File: config.mk
export PLATFORM = sky130hd
export DESIGN_NAME = abs_restore
export DESIGN_NICKNAME = d
export VERILOG_FILES = /design/src/rtl/abs_restore_pkg.sv /design/src/rtl/sat_counter.sv /design/src/rtl/abs_restore.sv
export SDC_FILE = /design/constraint.sdc
export NUM_CORES = 1
export LEC_CHECK = 0
export BUFFER_PORTS_ARGS = -buffer_cell sky130_fd_sc_hd__buf_2
export CORE_ASPECT_RATIO = 1.2
export CORE_MARGIN = 8
export CORE_UTILIZATION = 34
export DETAILED_ROUTE_END_ITERATION = 6
export PLACE_DENSITY = 0.53
export SYNTH_ARGS = -nofsm -noshare
export SYNTH_HDL_FRONTEND = slang
export SYNTH_HIERARCHICAL = 1
export SYNTH_SLANG_ARGS = --single-unit
export TNS_END_PERCENT = 10
File: constraint.sdc
create_clock -name clk -period 2.35 [get_ports clk]
set_input_delay 0.1175 -clock clk [delete_from_list [all_inputs] [get_ports clk]]
set_output_delay 0.1175 -clock clk [all_outputs]
set_load 0.02 [all_outputs]
File: src/rtl/abs_restore_pkg.sv
// Shared widths, defaults and the sign/magnitude to two's-complement helper
// for the abs_restore block.
package abs_restore_pkg;

   localparam int unsigned DataWidth = 8;
   localparam int unsigned MagWidth  = 7;
   localparam int unsigned CntWidth  = 8;

   localparam logic [MagWidth-1:0] SatMagDefault = 7'h7F;

   // Magnitude is at most 127, so the result spans -127..+127 and never hits 8'h80.
   function automatic logic [DataWidth-1:0] to_twos(input logic                neg,
                                                    input logic [MagWidth-1:0] mag);
      logic [DataWidth-1:0] ext;
      logic [DataWidth-1:0] zero;
      ext  = {1'b0, mag};
      zero = '0;
      return neg ? (zero - ext) : ext;
   endfunction

endpackage

File: src/rtl/sat_counter.sv
// Wrapping 8-bit event counter with synchronous reset, priority clear and a
// one-cycle overflow pulse following the wrap edge.
module sat_counter
   import abs_restore_pkg::*;
(
   input  logic                clk,
   input  logic                Reset,
   input  logic                inc,
   input  logic                clr,
   output logic [CntWidth-1:0] count,
   output logic                ov
);

   always_ff @(posedge clk) begin
      if (Reset) begin
         count <= '0;
         ov    <= 1'b0;
      end else begin
         ov <= inc && !clr && (count == '1);
         if (clr) begin
            count <= '0;
         end else if (inc) begin
            count <= count + CntWidth'(1);
         end
      end
   end

endmodule

File: src/rtl/abs_restore.sv
// Two-stage valid/ready pipeline turning sign/magnitude samples into
// two's-complement values, with a count of saturated-magnitude inputs.
module abs_restore
   import abs_restore_pkg::*;
#(
   parameter logic [MagWidth-1:0] SAT_MAG = SatMagDefault
) (
   input  logic                 clk,
   input  logic                 Reset,
   input  logic                 in_valid,
   output logic                 in_ready,
   input  logic                 sign,
   input  logic [MagWidth-1:0]  magnitude,
   input  logic                 clr_cnt,
   output logic                 out_valid,
   input  logic                 out_ready,
   output logic [DataWidth-1:0] out_value,
   output logic [CntWidth-1:0]  sat_cnt,
   output logic                 sat_ov
);

   logic                 s1_valid;
   logic                 s1_sign;
   logic [MagWidth-1:0]  s1_mag;
   logic [DataWidth-1:0] s2_value_d;
   logic                 s1_adv;
   logic                 s2_adv;
   logic                 in_xfer;
   logic                 sat_inc;

   // S2 (out_valid/out_value) moves when empty or drained; S1 moves when empty or S2 moves.
   assign s2_adv     = !out_valid || out_ready;
   assign s1_adv     = !s1_valid || s2_adv;
   assign in_ready   = s1_adv;
   assign in_xfer    = in_valid && in_ready;
   assign s2_value_d = to_twos(s1_sign, s1_mag);
   assign sat_inc    = in_xfer && (magnitude == SAT_MAG);

   always_ff @(posedge clk) begin
      if (Reset) begin
         s1_valid  <= 1'b0;
         s1_sign   <= 1'b0;
         s1_mag    <= '0;
         out_valid <= 1'b0;
         out_value <= '0;
      end else begin
         if (s1_adv) begin
            s1_valid <= in_valid;
            if (in_valid) begin
               s1_sign <= sign;
               s1_mag  <= magnitude;
            end
         end
         if (s2_adv) begin
            out_valid <= s1_valid;
            if (s1_valid) begin
               out_value <= s2_value_d;
            end
         end
      end
   end

   sat_counter u_sat_counter (
      .clk   (clk),
      .Reset (Reset),
      .inc   (sat_inc),
      .clr   (clr_cnt),
      .count (sat_cnt),
      .ov    (sat_ov)
   );

endmodule

---- Yosys cells after proc, flatten, opt, wreduce, memory -nomap -nowiden ----
Index checks and enable logic that the tools add are counted.
operators by class
  muxes and demuxes ....................... 1
  multiply operators ...................... 0
  equality and inequality tests ........... 2
  reduce and logical (&&, ||, !) cells .... 12
  bitwise operators ....................... 0
  magnitude comparators ................... 0
  add/sub/neg operators ................... 2
  divide/modulo/power cells ............... 0
  shifts and indexed selects .............. 0
operator list
  kind                                                               number
  8-bit by 1-bit adder with 8-bit output, second input constant      1
  8-bit equality test, second input constant                         1
  8-bit 2-to-1 mux                                                   1
  1-bit by 7-bit subtractor with 8-bit output, first input constant  1
  7-bit equality test, second input constant                         1
  1-bit logical AND                                                  4
  2-bit AND reduction                                                2
  1-bit zero test                                                    3
  1-bit logical OR                                                   2
  2-bit OR reduction                                                 1
word-level totals
  logic and storage cells ................. 24
  flip-flop bits (word level) ............. 27
  output and inout bits ................... 19
  RAM bits ................................ 0
  bits in latches ......................... 0
  bits of input ports ..................... 13
  memory bits (read-only) ................. 0
  memories ................................ 0

---- Depth between registers and ports, before layout ----
  word-level depth ........................ 7
  gate-level depth with buffers ........... 8

---- Hierarchy ----
The synthesis kept the hierarchy.
by module, submodules not included
  module       cells an instance  area an instance (um^2)  times used
  abs_restore  94                 788.3                    1
  sat_counter  43                 387.9                    1

---- Worst setup path before layout ----
OpenSTA, ideal clock, no wires.
  kind .................................... flip-flop to flip-flop
  from .................................... register out_valid
  to ...................................... register u_sat_counter.count[6]
  cell stages (with the launch flop) ...... 9
  slack ................................... 0.247 ns
  path buffers ............................ 2
  data arrival time ....................... 2.033 ns
  data required time ...................... 2.280 ns
  library setup time ...................... 0.070 ns
  cells stage by stage .................... dfxtp_1 nand3b_1 clkbuf_1 nand3_1 nor3_1 buf_6 nand4_2 or3_1 a21oi_1
between the ends
  cells in the longest elaborated chain, start to end .. 5
ends and longest elaborated chain
  item                    RTL line           source
  from (decl)             abs_restore.sv:15  output logic out_valid,
  from (signal assigned)  abs_restore.sv:55  out_valid <= s1_valid;
  1-bit zero test         abs_restore.sv:32  assign s2_adv = !out_valid || out_ready;
  1-bit logical OR        abs_restore.sv:32
  1-bit logical OR        abs_restore.sv:33  assign s1_adv = !s1_valid || s2_adv;
  named net in_ready      abs_restore.sv:11  output logic in_ready,
  1-bit logical AND       abs_restore.sv:35  assign in_xfer = in_valid && in_ready;
  1-bit logical AND       abs_restore.sv:37  assign sat_inc = in_xfer && (magnitude == SAT_MAG);
  named net sat_inc       abs_restore.sv:29  logic sat_inc;
  to (signal assigned)    sat_counter.sv:23  count <= count + CntWidth'(1);
  to (decl)               sat_counter.sv:10  output logic [CntWidth-1:0] count,
The timed path passes the listed nets, and every way through them passes these cells.
A chain may end at the register's enable or synchronous reset.

---- Worst setup path in the final report ----
  from .................................... register out_valid
  to ...................................... register u_sat_counter.count[6]
between the ends
  cells in the longest elaborated chain, start to end .. 5
ends and longest elaborated chain
  item               RTL line
  1-bit zero test    abs_restore.sv:32
  1-bit logical OR   abs_restore.sv:32
  1-bit logical OR   abs_restore.sv:33
  1-bit logical AND  abs_restore.sv:35
  1-bit logical AND  abs_restore.sv:37
  named net sat_inc  abs_restore.sv:29
The timed path passes the listed nets, and every way through them passes these cells.

==> impl_metrics.yaml <==
outcome:
  status: "complete, no violations"
job:
  maxCapViolCount: 0
power_and_ir_drop:
  p_seq_frac: 0.581
  leakage_nw: 0.5748
  p_clk_frac: 0.304
  p_per_area_nw_per_um2: 605.1
  ir_worst_vdd_mv: 0.3071
  swShare: 0.2467
  power_mw: 0.8458
  p_sw_mw: 0.2086
  p_int_mw: 0.6371
  comb_power_share: 0.114
drt:
  drtIter0Drc: 25
  wire_per_inst_um: 12.38
  vias_per_cell: 5.015
  vias: 1018
  remaining_drc_errors: 0
  drt_first_pass_iters: 4
  drtAntennaViolNets: 0
  routed_wirelength_um: 2513
sta:
  tns_ps: 0
  rsz0062_at_grt: "false"
  finalSetupViolCount: 0
  relSlewSlack: 0.6558
  drv_slew: 0
  skew_ps: 2.130
  fmax_mhz: 569.9
  hold_viol: 0
  fin_crit_sh: 0.7467
  worst_pin_slew_ps: 516.2
  min_period_ps: 1755
  finalWorstSetupSlack_ps: 595.2
synth:
  synthCells: 137
  yosysWarningCount: 6
  ys_seq_area_frac: 0.4596
  synth_edf_count: 0
  syn_area_um2: 1176
  synth.avg_cell_area_um2: 8.585
  synth_nets: 152
  synth_ff_type: "dfxtp_1"
  synthDistinctLibCells: 30
  async_reset_ff_frac: 0
  ys_seq_elements: 27
global_route:
  grt_antenna_before_repair: 0
  grt_pass1_vias: 967
  overflow: 0
  grt_max_degree: 22
  grt_pass1_wl_um: 4395
  track_usage: 0.09268
place:
  gp_congestion: 0.6995
  dp_hpwl_um: 1964
  portBuffers: 31
  dp_slack_ps: 604.7
  dpl.cell_count: 199
  postPlaceCellArea_um2: 1353
floorplanning:
  rows: 23
  die_w_um: 69.69
  die_area_um2: 5605
  fp.dieH_um: 80.43
  ios: 32
  initial_core_util: 0.3523
  core_um2: 3338
finish:
  layout_commonest_cell: "buf_2"
  drive_gt1_frac: 0.2349
  synthToLayoutAreaGrowth_pct: 18.83
  n_antenna_cell: 0
  finalInstanceArea_um2: 1398
  fin_cells: 203
  layout_common_cells: "buf_2 (31), dfxtp_1 (27), nand2_1 (15), nor2_1 (15), a21oi_1 (12)"
  final_nets: 182
  filler_cell_count: 349
clocking:
  clk_pin_slew_worst_paths_ps: 90
  cts-root-buf: "clkbuf_8"
  ctsLongestPathBuffers: 2
  clock_latency_ps: 260
  cts_max_level: 1
  cts_tree: "yes"
  clock_sinks: 27
  cts_resized: 0
  cts_hold_buffers: 0
  numCtsBuffers: 3
  cts_setup_buffers: 0
critical_path:
  end_kind: "register"
  worstPathRequired_ps: 2550
  start_kind: "register"
  worstPathMaxFanout: 11
  worst_ep_arrival_time_ps: 1960
  critPathKind: "reg2reg"
worst_hold_path:
  min_path_type: "in2reg"
[cell families after synthesis]
kind of cell	after synthesis	synth area share
AO/OA/AOI/OAI	25	0.1309
XOR/XNOR	9	0.06702
adder cells (fa/ha/maj)	2	0.02127
buffers and inverters	12	0.04680
flip-flops	27	0.4596
multiplexers	5	0.04255
AND/OR/NAND/NOR	57	0.2319
[through the flow]
step | util | hold WS, ps
after detailed placement | 0.4052 | 399.2
final | 0.4187 | 110.0
after global placement | 0.4052 | 395.9
after CTS | 0.4187 | 107.4
after floorplan | - | 265.0
after global routing | 0.4187 | 116.2
[Yosys cell counts (all sizes together), types with 4 or more instances]
| cell type | number | area [um^2] |
|---|---|---|
| xor2 | 5 | 43.79 |
| mux2i | 5 | 50.05 |
| nor3 | 4 | 20.02 |
| nor2 | 15 | 56.30 |
| xnor2 | 4 | 35.03 |
| nand3 | 10 | 50.05 |
| nand2 | 15 | 56.30 |
| a21oi | 12 | 60.06 |
| inv | 4 | 15.01 |
| a211oi | 6 | 45.04 |
| dfxtp | 27 | 540.5 |
| clkbuf | 6 | 23.77 |
[critical path, stage by stage, from the launching register on]
cell and delay [ps]:
dfxtp_1 330, nand3b_1 80, buf_4 160, nand3_1 120
nor3_1 200, buf_4 180, nand4_2 130, or3_1 360
a21oi_1 130
[power groups by stage]
stage	combinational (mW)	sequential, mW	clock [mW]
2_1_floorplan	0.0574	0.510	0
3_3_place_gp	0.0971	0.502	0
3_5_place_dp	0.0980	0.503	0
4_1_cts	0.0982	0.492	0.271
5_1_grt	0.110	0.495	0.294
6_report	0.0968	0.491	0.257
[flip-flops by register name, indices dropped and copies added, names as in the netlist]
name / count
u_sat_counter/count: 8
out_value: 8
out_valid: 1
u_sat_counter/ov: 1
s1_mag: 7
s1_sign: 1
s1_valid: 1
[worst paths after layout]
kind,start,endpoint,slack (ps),depth (start not counted)
max,out_valid,u_sat_counter/count[6],600,8
max reg2reg,out_valid,u_sat_counter/count[6],600,8
min reg2reg,s1_valid,out_valid,460,2
min,sign,s1_sign,110,3
[final cells by class]
class / instances / area, um^2 / area share
clock buffer: 4 / 45.04 / 0.03223
inverter: 4 / 15.01 / 0.01074
sequential: 27 / 540.5 / 0.3868
multi-input combinational: 98 / 580.6 / 0.4154
tap: 37 / 46.29 / 0.03312
timing repair buffer: 33 / 170.2 / 0.1218
[metal layers]
metal | track usage | vias up | wire, um
li1 | - | 525 | -
met4 | 0.03622 | 0 | 16
met5 | 0 | - | 0
met3 | 0.03448 | 2 | 168
met2 | 0.1477 | 27 | 1104
met1 | 0.1111 | 464 | 1223
(Power assumes the default switching activity.)
